`config.mk`:
```
export PLATFORM = sky130hd
export DESIGN_NAME = pipe_hazard_ctrl
export DESIGN_NICKNAME = d
export VERILOG_FILES = /design/src/rtl/pipe_hazard_ctrl_pkg.sv /design/src/rtl/pipe_hazard_ctrl_hazard_cmp.sv /design/src/rtl/pipe_hazard_ctrl.sv
export SDC_FILE = /design/constraint.sdc
export NUM_CORES = 1
export LEC_CHECK = 0
export BUFFER_PORTS_ARGS = -buffer_cell sky130_fd_sc_hd__buf_2
export CAP_MARGIN = 20
export CORE_AREA = 2 2 87 89
export CTS_CLUSTER_DIAMETER = 40
export CTS_CLUSTER_SIZE = 14
export DETAILED_ROUTE_END_ITERATION = 10
export DIE_AREA = 0 0 89 91
export HOLD_SLACK_MARGIN = 0.08
export PLACE_DENSITY = 0.87
export SLEW_MARGIN = 10
export SYNTH_ARGS = -nofsm -noshare
export SYNTH_HDL_FRONTEND = slang
export SYNTH_SLANG_ARGS = --single-unit
```
`constraint.sdc`:
```
create_clock -name clk -period 4.6 [get_ports clk]
set_clock_uncertainty 0.1 [all_clocks]
set_input_delay 0.23 -clock clk [delete_from_list [all_inputs] [get_ports clk]]
set_output_delay 0.23 -clock clk [all_outputs]
set_load 0.03 [all_outputs]
```
`src/rtl/pipe_hazard_ctrl_pkg.sv`:
```
// Shared types for the pipeline sequencer: FSM states and the stage
// enable/flush bundle layout.
package pipe_hazard_ctrl_pkg;

  localparam int unsigned REG_W = 5;

  typedef enum logic [1:0] {
    ST_RUN    = 2'd0,
    ST_DWAIT  = 2'd1,
    ST_DRAIN  = 2'd2,
    ST_HALTED = 2'd3
  } state_e;

  typedef struct packed {
    logic pc_we;
    logic if_id_we;
    logic id_ex_we;
    logic ex_mem_we;
    logic mem_wb_we;
    logic if_id_flush;
    logic id_ex_flush;
    logic ex_mem_flush;
    logic mem_wb_flush;
  } ctrl_t;

  localparam ctrl_t CTRL_IDLE = '0;
  localparam ctrl_t CTRL_RUN  = '{1'b1, 1'b1, 1'b1, 1'b1, 1'b1,
                                  1'b0, 1'b0, 1'b0, 1'b0};

endpackage

```
`src/rtl/pipe_hazard_ctrl_hazard_cmp.sv`:
```
// x0-aware match of a producer destination against the two ID source
// registers, gated by the producer's qualifying condition.
module hazard_cmp
  import pipe_hazard_ctrl_pkg::*;
(
  input  logic             i_en,
  input  logic [REG_W-1:0] i_dst,
  input  logic [REG_W-1:0] i_src1,
  input  logic             i_use1,
  input  logic [REG_W-1:0] i_src2,
  input  logic             i_use2,
  output logic             o_hit
);

  logic w_dst_live;

  assign w_dst_live = i_en && (i_dst != '0);
  assign o_hit      = w_dst_live &&
                      ((i_use1 && (i_src1 == i_dst)) ||
                       (i_use2 && (i_src2 == i_dst)));

endmodule

```
`src/rtl/pipe_hazard_ctrl.sv`:
```
// Central pipeline sequencer: arbitrates memory waits, data hazards, ID
// redirects and halt draining into stage enables/flushes.
module pipe_hazard_ctrl
  import pipe_hazard_ctrl_pkg::*;
#(
  parameter int unsigned DM_TIMEOUT = 16,
  parameter int unsigned CNT_W      = 32,
  parameter int unsigned DRAIN_CYC  = 4
) (
  input  logic             clk,
  input  logic             reset,
  input  logic [REG_W-1:0] id_rs1,
  input  logic [REG_W-1:0] id_rs2,
  input  logic             id_use_rs1,
  input  logic             id_use_rs2,
  input  logic             id_is_branch,
  input  logic             id_redirect,
  input  logic [REG_W-1:0] ex_rd,
  input  logic             ex_reg_write,
  input  logic             ex_mem_read,
  input  logic [REG_W-1:0] mem_rd,
  input  logic             mem_mem_read,
  input  logic             imem_ready,
  input  logic             dmem_req,
  input  logic             dmem_ready,
  input  logic             halt_req,
  output logic             pc_we,
  output logic             if_id_we,
  output logic             id_ex_we,
  output logic             ex_mem_we,
  output logic             mem_wb_we,
  output logic             if_id_flush,
  output logic             id_ex_flush,
  output logic             ex_mem_flush,
  output logic             mem_wb_flush,
  output logic             halted,
  output logic             err_timeout,
  output logic [CNT_W-1:0] stall_cnt,
  output logic [CNT_W-1:0] flush_cnt
);

  localparam int unsigned WD_W = $clog2(DM_TIMEOUT + 1);
  localparam int unsigned DR_W = (DRAIN_CYC < 1) ? 1 : $clog2(DRAIN_CYC + 1);

  state_e           r_state;
  state_e           w_state_nxt;
  logic [WD_W-1:0]  r_wdog;
  logic [WD_W-1:0]  w_wdog_nxt;
  logic [DR_W-1:0]  r_drain;
  logic [DR_W-1:0]  w_drain_nxt;
  logic             r_err;
  logic [CNT_W-1:0] r_stall_cnt;
  logic [CNT_W-1:0] r_flush_cnt;
  logic             w_wait;
  logic             w_hz_lu;
  logic             w_hz_bex;
  logic             w_hz_bmem;
  logic             w_hz;
  ctrl_t            w_ctrl;

  hazard_cmp u_cmp_loaduse (
    .i_en   (ex_mem_read),
    .i_dst  (ex_rd),
    .i_src1 (id_rs1),
    .i_use1 (id_use_rs1),
    .i_src2 (id_rs2),
    .i_use2 (id_use_rs2),
    .o_hit  (w_hz_lu)
  );

  hazard_cmp u_cmp_br_ex (
    .i_en   (id_is_branch && ex_reg_write),
    .i_dst  (ex_rd),
    .i_src1 (id_rs1),
    .i_use1 (id_use_rs1),
    .i_src2 (id_rs2),
    .i_use2 (id_use_rs2),
    .o_hit  (w_hz_bex)
  );

  hazard_cmp u_cmp_br_mem (
    .i_en   (id_is_branch && mem_mem_read),
    .i_dst  (mem_rd),
    .i_src1 (id_rs1),
    .i_use1 (id_use_rs1),
    .i_src2 (id_rs2),
    .i_use2 (id_use_rs2),
    .o_hit  (w_hz_bmem)
  );

  assign w_hz   = w_hz_lu || w_hz_bex || w_hz_bmem;
  // A frozen pipeline issues no memory traffic, so waits only matter outside HALTED.
  assign w_wait = dmem_req && !dmem_ready && (r_state != ST_HALTED);

  always_comb begin
    w_ctrl = CTRL_RUN;
    if (!reset || (r_state == ST_HALTED)) begin
      w_ctrl = CTRL_IDLE;
    end else if (w_wait) begin
      w_ctrl              = CTRL_IDLE;
      w_ctrl.mem_wb_we    = 1'b1;
      w_ctrl.mem_wb_flush = 1'b1;
    end else if (w_hz) begin
      w_ctrl.pc_we       = 1'b0;
      w_ctrl.if_id_we    = 1'b0;
      w_ctrl.id_ex_flush = 1'b1;
    end else if (r_state == ST_DRAIN) begin
      w_ctrl.pc_we       = 1'b0;
      w_ctrl.if_id_flush = 1'b1;
    end else if (id_redirect) begin
      w_ctrl.if_id_flush = 1'b1;
    end else if (!imem_ready) begin
      w_ctrl.pc_we       = 1'b0;
      w_ctrl.if_id_flush = 1'b1;
    end
  end

  always_comb begin
    w_state_nxt = r_state;
    w_drain_nxt = r_drain;
    unique case (r_state)
      ST_RUN, ST_DWAIT: begin
        if (w_wait) begin
          w_state_nxt = ST_DWAIT;
        end else if (halt_req) begin
          w_state_nxt = ST_DRAIN;
          w_drain_nxt = DR_W'(DRAIN_CYC);
        end else begin
          w_state_nxt = ST_RUN;
        end
      end
      ST_DRAIN: begin
        // halt_req is only re-sampled once the drain count expires.
        if (!w_wait) begin
          if (r_drain <= DR_W'(1)) begin
            w_drain_nxt = '0;
            w_state_nxt = halt_req ? ST_HALTED : ST_RUN;
          end else begin
            w_drain_nxt = r_drain - DR_W'(1);
          end
        end
      end
      ST_HALTED: begin
        if (!halt_req) w_state_nxt = ST_RUN;
      end
      default: w_state_nxt = ST_RUN;
    endcase
  end

  always_comb begin
    w_wdog_nxt = '0;
    if (w_wait) begin
      w_wdog_nxt = (r_wdog == WD_W'(DM_TIMEOUT)) ? r_wdog : r_wdog + WD_W'(1);
    end
  end

  always_ff @(posedge clk or negedge reset) begin
    if (!reset) begin
      r_state     <= ST_RUN;
      r_wdog      <= '0;
      r_drain     <= '0;
      r_err       <= 1'b0;
      r_stall_cnt <= '0;
      r_flush_cnt <= '0;
    end else begin
      r_state <= w_state_nxt;
      r_wdog  <= w_wdog_nxt;
      r_drain <= w_drain_nxt;
      if (w_wait && (w_wdog_nxt == WD_W'(DM_TIMEOUT))) r_err <= 1'b1;
      if (!w_ctrl.pc_we && (r_state != ST_HALTED)) r_stall_cnt <= r_stall_cnt + CNT_W'(1);
      if (w_ctrl.if_id_flush || w_ctrl.id_ex_flush) r_flush_cnt <= r_flush_cnt + CNT_W'(1);
    end
  end

  assign pc_we        = w_ctrl.pc_we;
  assign if_id_we     = w_ctrl.if_id_we;
  assign id_ex_we     = w_ctrl.id_ex_we;
  assign ex_mem_we    = w_ctrl.ex_mem_we;
  assign mem_wb_we    = w_ctrl.mem_wb_we;
  assign if_id_flush  = w_ctrl.if_id_flush;
  assign id_ex_flush  = w_ctrl.id_ex_flush;
  assign ex_mem_flush = w_ctrl.ex_mem_flush;
  assign mem_wb_flush = w_ctrl.mem_wb_flush;
  assign halted       = (r_state == ST_HALTED);
  assign err_timeout  = r_err;
  assign stall_cnt    = r_stall_cnt;
  assign flush_cnt    = r_flush_cnt;

endmodule

```
Word-level counts from Yosys, hierarchy flattened:

Index checks and enable logic that the tools add are counted.

* register bits after elaboration: 75
* input port bits: 33
* output and inout port bits: 75
* logic and storage cells: 87

* add/subtract/negate cells: 4
* $lt $le $gt $ge: 1
* equal/unequal tests: 15
* muxes and demuxes: 29
* reduce and logical (&&, ||, !) cells: 32

Operator list (number)
* 32-bit by 1-bit adder with 32-bit output, second input constant: 2
* 5-bit equality test: 4
* 1-bit logical AND: 16
* 2-bit two-way mux: 8
* 3-bit two-way mux: 5
* 1-bit two-way mux: 11
* 5-bit equality test, second input constant: 2
* 5-bit two-way mux: 2
* 2-bit inequality test, second input constant: 5
* 5-bit nonzero test: 2
* 9-bit two-way mux: 1
* 1-bit logical OR: 6
* 2-bit case mux with 3 select lines: 1
* 3-bit case mux with 2 select lines: 1
* 5-bit by 1-bit adder with 5-bit output, second input constant: 1
* 2-bit equality test, second input constant: 2
* 4-bit AND reduction: 1
* 3-bit by 1-bit <= comparator with 1-bit output, second input constant: 1
* 1-bit logical NOT: 3
* 3-bit AND reduction: 1
* 3-bit by 1-bit subtractor with 3-bit output, second input constant: 1
* 2-bit by 1-bit equality test with 1-bit output, second input constant: 1
* 2-bit logical NOT: 1
* 2-bit by 1-bit inequality test with 1-bit output, second input constant: 1
* 2 further kinds: 2

Longest topological paths before layout:

Gate-level depths: netlist of run 1.

* depth in word-level cells: 11
* gate-level depth with buffers: 9

By module:

From an unflattened synthesis of run 1, not the netlist that was laid out.

* cells, all modules: 398
* area, all modules: 4115.2 um2

Modules (own cells, without submodules)
* pipe_hazard_ctrl: times used 1, cells each 347, area each 3713.6 um2, seq. area each 1876.8 um2
* hazard_cmp: times used 3, cells each 17, area each 133.9 um2, seq. area each 0.0 um2

Worst setup path after synthesis of run 1:

Ideal clock, no wire load.

* kind: reg-to-output
* start: reg r_state[1]
* end: out if_id_flush
* arrival time: 2.145 ns
* required time: 4.270 ns
* slack: 2.125 ns
* cell stages (with the launch flop): 8
* buffers on the path: 0
* cell sequence: dfrtp_1 -> nand2_1 -> nand2_1 -> inv_1 -> nand2_1 -> inv_1 -> and2_1 -> nor2b_1

* cells in the longest elaborated chain, start to end: 5
* elaborated cells between the ends (all ways): 9

RTL lines
* start, declared: line pipe_hazard_ctrl.sv:45 `state_e r_state;`
* start signal, assigned: line pipe_hazard_ctrl.sv:166 `r_state <= w_state_nxt;`
* 2-bit equality test: line pipe_hazard_ctrl.sv:107 `end else if (r_state == ST_DRAIN) begin`
* 1-bit two-way mux: line pipe_hazard_ctrl.sv:107
* 1-bit two-way mux: line pipe_hazard_ctrl.sv:103 `end else if (w_hz) begin`
* 2-bit two-way mux: line pipe_hazard_ctrl.sv:99 `end else if (w_wait) begin`
* 9-bit two-way mux *: line pipe_hazard_ctrl.sv:97 `if (!reset || (r_state == ST_HALTED)) begin`
* end, declared: line pipe_hazard_ctrl.sv:32 `output logic if_id_flush,`

Every way passes the cells marked *; elsewhere a longest branch is shown, timed or not.

Worst setup path after layout of run 1:

* start: reg r_state[1]
* end: out pc_we

* cells in the longest elaborated chain, start to end: 5
* elaborated cells between the ends (all ways): 9

RTL lines
* 2-bit equality test: line pipe_hazard_ctrl.sv:107
* 1-bit two-way mux: line pipe_hazard_ctrl.sv:107
* 1-bit two-way mux: line pipe_hazard_ctrl.sv:103
* 2-bit two-way mux: line pipe_hazard_ctrl.sv:99
* 9-bit two-way mux *: line pipe_hazard_ctrl.sv:97
* end, declared: line pipe_hazard_ctrl.sv:27 `output logic pc_we,`

Marks and branches as above.

==> reports/summary.txt, run 1 <==
Max VDD drop: 0.000263 V
Net Count, Synth: 438
number of global-route vias before repair: 3306
initial antenna violation count: 0
Worst Hold Class: in2reg
Primary FF master, synth: dfrtp_1
Total Routing Usage GR: 0.233
YS warnings: 0
share of layout cells above drive strength 1: 0.254
Filler Cell Count: 581
setup TNS: 0 ns
Post-synth EDFFs: 0
DRT Pass-1 Iters: 4
DRC violations left: 0
Layout area overhead: 19.3%
fin cells: 610
wire length per cell: 14.7 microns
Setup crit start kind: register
root buffer cell: clkbuf_8
Worst EP required: 4.27 ns
# diodes: 0
row count: 31
commonest non-fill, non-tap cell in the layout: buf_2
Max Slew Vio Count: 0
Nets: 545
io pins: 108
critical path peak fanout: 32
final hold violations: 0
CORE AREA: 7140 sq um
Die Span Y: 91 microns
Sink Count: 75
status: completed
post-detail-place hpwl: 6500 microns
Setup CP Type: reg2out
RSZ-0062 raised after global routing: false
placed cell count: 592
DRT iter0 DRCs: 152
die width: 89 microns
clk slew on worst S/H paths: 0.08 ns
pin count of the biggest net entering global routing: 76
CTS tree: built
Pleak: 2.29 nW
RD Place Congestion: 0.898
worst r2r path cells: 7
Worst Setup End Kind: output port
cell breakdown of the critical path: nand2_1, nand2_1, inv_1, nand2_1, inv_1, o2111a_4, buf_2
Final WS setup: 1.82 ns
post-synthesis cell type count: 43
sequential share of the synthesized area: 0.470
Post-Syn Instances: 399
largest stage delay on the critical path: 0.47 ns
most used cell, CP: nand2_1
Num CTS Buffers: 9
drt total wl: 9000 microns
Highest Clock Rate: 0.359 GHz
placed cell areas: 4550 sq um
Initial Util: 0.559
Antenna Nets Post-Route: 0
register bit total from synthesis: 75
Mapped Area: 3990 sq um
hold buffers post-CTS: 2
slowest stage cell on the critical path: o2111a_4
dpl ws: 1.84 ns
CTS-repair resized insts: 0
mean area per synthesized cell: 10.0 sq um
clk_lat worst skew: 0.34 ns
critical path arrival: 2.45 ns
gr ovfl total: 0
Layout Utilization: 0.667
Post-CTS Setup Bufs: 0
Max Cap Viol: 0
measured slew at the worst slew-check pin: 1.01 ns
relative slew slack: 0.330
Clock Tree Buf Depth: 2
Worst Hold Depth: 3
vias: 3298
power per cell area: 452 nW/um^2
most frequent cells in the layout: 106 x buf_2, 75 x dfrtp_1, 57 x xor2_1, 34 x nand2_1, 29 x xnor2_1
Final Instance Area: 4760 sq um
Die ar.: 8100 sq um
first-pass GRT wire length: 15200 microns
ys async rst share: 1.00
minimum clock period: 2.78 ns
CTS H-Tree Depth: 3
Via density: 5.41
Final setup violation count: 0
Tcrit/Tclk final: 0.605
Port Buffer Count: 106
state kept, by name, summed over array words and instances (netlist names):
signal / cells
r_wdog: 5
stall_cnt: 32
r_state: 2
err_timeout: 1
r_drain: 3
flush_cnt: 32
worst max-delay path: cells and delay by family, from the launching register on:
kind	cells	cell delay, ns
buffers and inverters	3	0.49
DFF	1	0.43
AOI/OAI and AO/OA	1	0.47
and+or+nand+nor	3	0.71
layer usage:
metal	global-route usage	vias to the layer above	share of wire
li1	-	1580	-
met1	0.298	1612	0.42
met2	0.390	95	0.51
met3	0.0664	11	0.058
met4	0.0547	0	0.0061
met5	0	-	0
worst paths after layout:
kind                                     from       endpoint  slack [ns]
worst max-delay path               r_state[1]          pc_we        1.82
worst min-delay path               dmem_ready      r_wdog[1]        0.17
worst max register to register     r_state[1]  flush_cnt[26]        1.96
worst min register to register  flush_cnt[31]  flush_cnt[31]        0.37
max in group asynchronous               reset  flush_cnt[11]        3.23
min in group asynchronous               reset      r_wdog[0]        0.58
per-stage QoR:
stage | total power, mW | hold WS [ns]
finish | 2.15 | 0.175
global route | 2.29 | 0.178
CTS | 2.17 | 0.164
detailed placement | 1.66 | 0.353
global placement | 1.63 | 0.350
floorplan | 1.46 | -0.166
where the power goes:
part	internal, mW	switching, mW	total [mW]
clock	0.251	0.249	0.499
combinational	0.247	0.504	0.752
sequential	0.772	0.131	0.903
final cells by class:
| type | count | area (sq um) | share of cell area |
|---|---|---|---|
| inverter | 21 | 78.8 | 0.0166 |
| tap | 99 | 124 | 0.0260 |
| timing repair buffer | 109 | 558 | 0.117 |
| clock buffer | 10 | 128 | 0.0268 |
| sequential | 75 | 1880 | 0.394 |
| clock inverter | 6 | 66.3 | 0.0139 |
| multi-input combinational | 290 | 1930 | 0.405 |
cell families (layout without fill, tap and decap cells):
kind of cell | count (synthesis) | count (layout) | synth area share
and+or+nand+nor | 174 | 174 | 0.230
other | 1 | 1 | 0.000940
DFF | 75 | 75 | 0.470
xor gates and xnor gates | 86 | 86 | 0.189
muxes | 2 | 2 | 0.00658
adders and majority gates | 6 | 6 | 0.0188
AOI/OAI and AO/OA | 21 | 21 | 0.0386
buffers and inverters | 34 | 146 | 0.0461
cell usage after synthesis, drive strengths merged, types with 2 or more instances:
| cell | instances | share of area |
|---|---|---|
| mux2 | 2 | 0.0066 |
| dfrtp | 75 | 0.47 |
| inv | 21 | 0.020 |
| o21ai | 3 | 0.0038 |
| clkbuf | 2 | 0.0019 |
| ha | 6 | 0.019 |
| nor4b | 3 | 0.0082 |
| nand3 | 27 | 0.034 |
| buf | 11 | 0.024 |
| o41ai | 3 | 0.0066 |
| nor2b | 2 | 0.0031 |
| o22ai | 3 | 0.0047 |
| a21oi | 6 | 0.0075 |
| and2 | 3 | 0.0047 |
| xnor2 | 29 | 0.064 |
| xor2 | 57 | 0.13 |
| and3 | 11 | 0.017 |
| nand4 | 10 | 0.016 |
| nor3 | 24 | 0.030 |
| nor3b | 3 | 0.0056 |
| nor4 | 23 | 0.038 |
| nor2 | 25 | 0.025 |
| or2 | 2 | 0.0031 |
| nand2b | 3 | 0.0047 |
| nand2 | 34 | 0.032 |
Note: power is estimated with default switching activity, not from simulation.
==> run 2, diff against run 1 <==
Settings changed: CORE_AREA 2 2 87 89 to 2 2 90 92, DIE_AREA 0 0 89 91 to 0 0 92 94, PLACE_DENSITY 0.87 to 0.82.
Clock period 4.6 ns to 2.8 ns, I/O delays scaled along.
==> run 2 against run 1 <==
Against the previous run:
- global-route usage decreased by 1.5 points
- largest cell class unchanged
- critical path type is now reg2reg
- combinational power increased by 68%
- non-clock buffer count increased by 3
- sequential share of layout area decreased by 0.62 points
- highest routed layer unchanged
- count of clock-buffer cells in the layout unchanged
- register-to-register slack got worse by 1.6 ns
==> reports/summary.txt, run 2 (synthesis results as in run 1) <==
status: completed
row count: 32
Nets: 548
root buffer cell: clkbuf_8
die width: 92 microns
clk slew on worst S/H paths: 0.08 ns
Max VDD drop: 0.000608 V
pin count of the biggest net entering global routing: 76
final hold violations: 0
largest stage delay on the critical path: 0.51 ns
CTS-repair resized insts: 0
DRC violations left: 0
Highest Clock Rate: 0.416 GHz
Max Slew Vio Count: 0
io pins: 108
Worst Setup End Kind: register
Max Cap Viol: 0
Antenna Nets Post-Route: 0
worst hold slack: 0.116 ns
measured slew at the worst slew-check pin: 0.964 ns
most frequent cells in the layout: 105 x buf_2, 75 x dfrtp_1, 57 x xor2_1, 34 x nand2_1, 29 x xnor2_1
sw power: 1.46 mW
Sequential Power Share: 0.403
R2R setup slack: 0.40 ns
Setup CP Type: reg2reg
post-detail-place hpwl: 6340 microns
Sink Count: 75
vias: 3321
gr ovfl total: 0
Layout area overhead: 21.2%
wire length per cell: 14.5 microns
commonest non-fill, non-tap cell in the layout: buf_2
critical path peak fanout: 12
clk_lat worst skew: 0.35 ns
worst r2r path cells: 7
dpl ws: 0.435 ns
DRT Pass-1 Iters: 4
RR Endpoint: stall_cnt[27]
share of layout cells above drive strength 1: 0.259
Worst EP required: 2.97 ns
Via density: 5.39
power per cell area: 761 nW/um^2
switching part of the total power: 0.396
DRT iter0 DRCs: 171
Multi-input gate area: 1930 sq um
Worst Hold Class: in2reg
Tcrit/Tclk final: 0.858
RD Place Congestion: 0.960
drt total wl: 8950 microns
Clock Tree Buf Depth: 2
critical path arrival: 2.57 ns
Sequential cell area: 1880 sq um
Setup crit start kind: register
CORE AREA: 7610 sq um
# diodes: 0
Clk pwr share: 0.255
relative slew slack: 0.357
Final setup violation count: 0
Min-Delay Endpoint: r_state[0]
Filler Cell Count: 631
Port Buffer Count: 106
RSZ-0062 raised after global routing: false
Internal: 2.22 mW
cell breakdown of the critical path: nand3_1, nor2_1, and3_1, and3_1, nand4_1, nor4_1, xor2_1
CTS tree: built
number of global-route vias before repair: 3325
Die ar.: 8650 sq um
Num CTS Buffers: 9
Final WS setup: 0.398 ns
Worst Hold Depth: 3
slowest stage cell on the critical path: nor4_1
Crit Reg-Reg Startpoint: stall_cnt[8]
minimum clock period: 2.40 ns
CTS H-Tree Depth: 3
Die Span Y: 94 microns
initial antenna violation count: 0
Initial Util: 0.525
Total Routing Usage GR: 0.218
Pleak: 2.33 nW
Hold Path Origin: dmem_req
most used cell, CP: and3_1
first-pass GRT wire length: 15100 microns
setup TNS: 0 ns
logic gate share of total power: 0.341
## run 2: changes by cell type in the layout (fill, tap and decap cells not counted)
cell	previous run	this run
clkbuf_1	1	0
clkinvlp_4	3	2
clkbuf_8	9	10
bufinv_16	1	2
buf_12	0	1
buf_4	1	3
dlygate4sd3_1	2	3
buf_2	106	105
## run 2: timing repair
action / CTS / global route
setup buffers: 0 / 0
endpoints found under the hold margin: 78 / 0
hold buffers: 3 / 0
setup endpoints to repair: 0 / 0
## run 2: worst max-delay path: cells and delay by family, from the launching register on
family / cells / cell delay, ns
XOR/XNOR: 1 / 0.19
flip-flops: 1 / 0.43
AND/OR/NAND/NOR: 6 / 1.60
## run 2: power by group through the flow
stage | logic [mW] | clock network (mW) | registers, mW
floorplan | 0.644 | 0 | 1.75
global placement | 1.21 | 0 | 1.48
detailed placement | 1.26 | 0 | 1.50
CTS | 1.26 | 0.967 | 1.48
global route | 1.36 | 1.00 | 1.52
finish | 1.26 | 0.940 | 1.48
## run 2: area by class of cell
class,instances,area share
Multi-Input combinational cell,290,0.399
Sequential cell,75,0.388
Timing Repair Buffer,112,0.124
Clock buffer,10,0.0284
Tap cell,102,0.0264
Clock inverter,6,0.0184
Inverter,21,0.0163
## run 2: worst max path at each step
stage | startpoint | end | slack [ns] | cells after the start
after floorplan | r_state[1] | if_id_flush | 0.41 | 7
after global placement | mem_rd[1] | stall_cnt[1] | 0.57 | 7
after detailed placement | stall_cnt[8] | stall_cnt[27] | 0.43 | 7
after CTS | stall_cnt[8] | stall_cnt[27] | 0.39 | 7
after global routing | stall_cnt[8] | stall_cnt[22] | 0.13 | 7
final | stall_cnt[8] | stall_cnt[27] | 0.40 | 7
## run 2: metal layers
metal	vias up	wire, microns	GRT usage
met3	18	514	0.0554
met1	1624	3900	0.267
met4	0	168	0.0896
li1	1584	-	-
met5	-	0	0
met2	95	4360	0.369
## run 2: per-stage QoR
step	power (mW)	cells	instance area, sq um	utilization
after global placement	2.70	597	4580	0.602
after floorplan	2.39	399	3990	-
after CTS	3.71	616	4840	0.636
after global routing	3.88	616	4840	0.636
after detailed placement	2.76	597	4580	0.602
final	3.68	616	4840	0.636
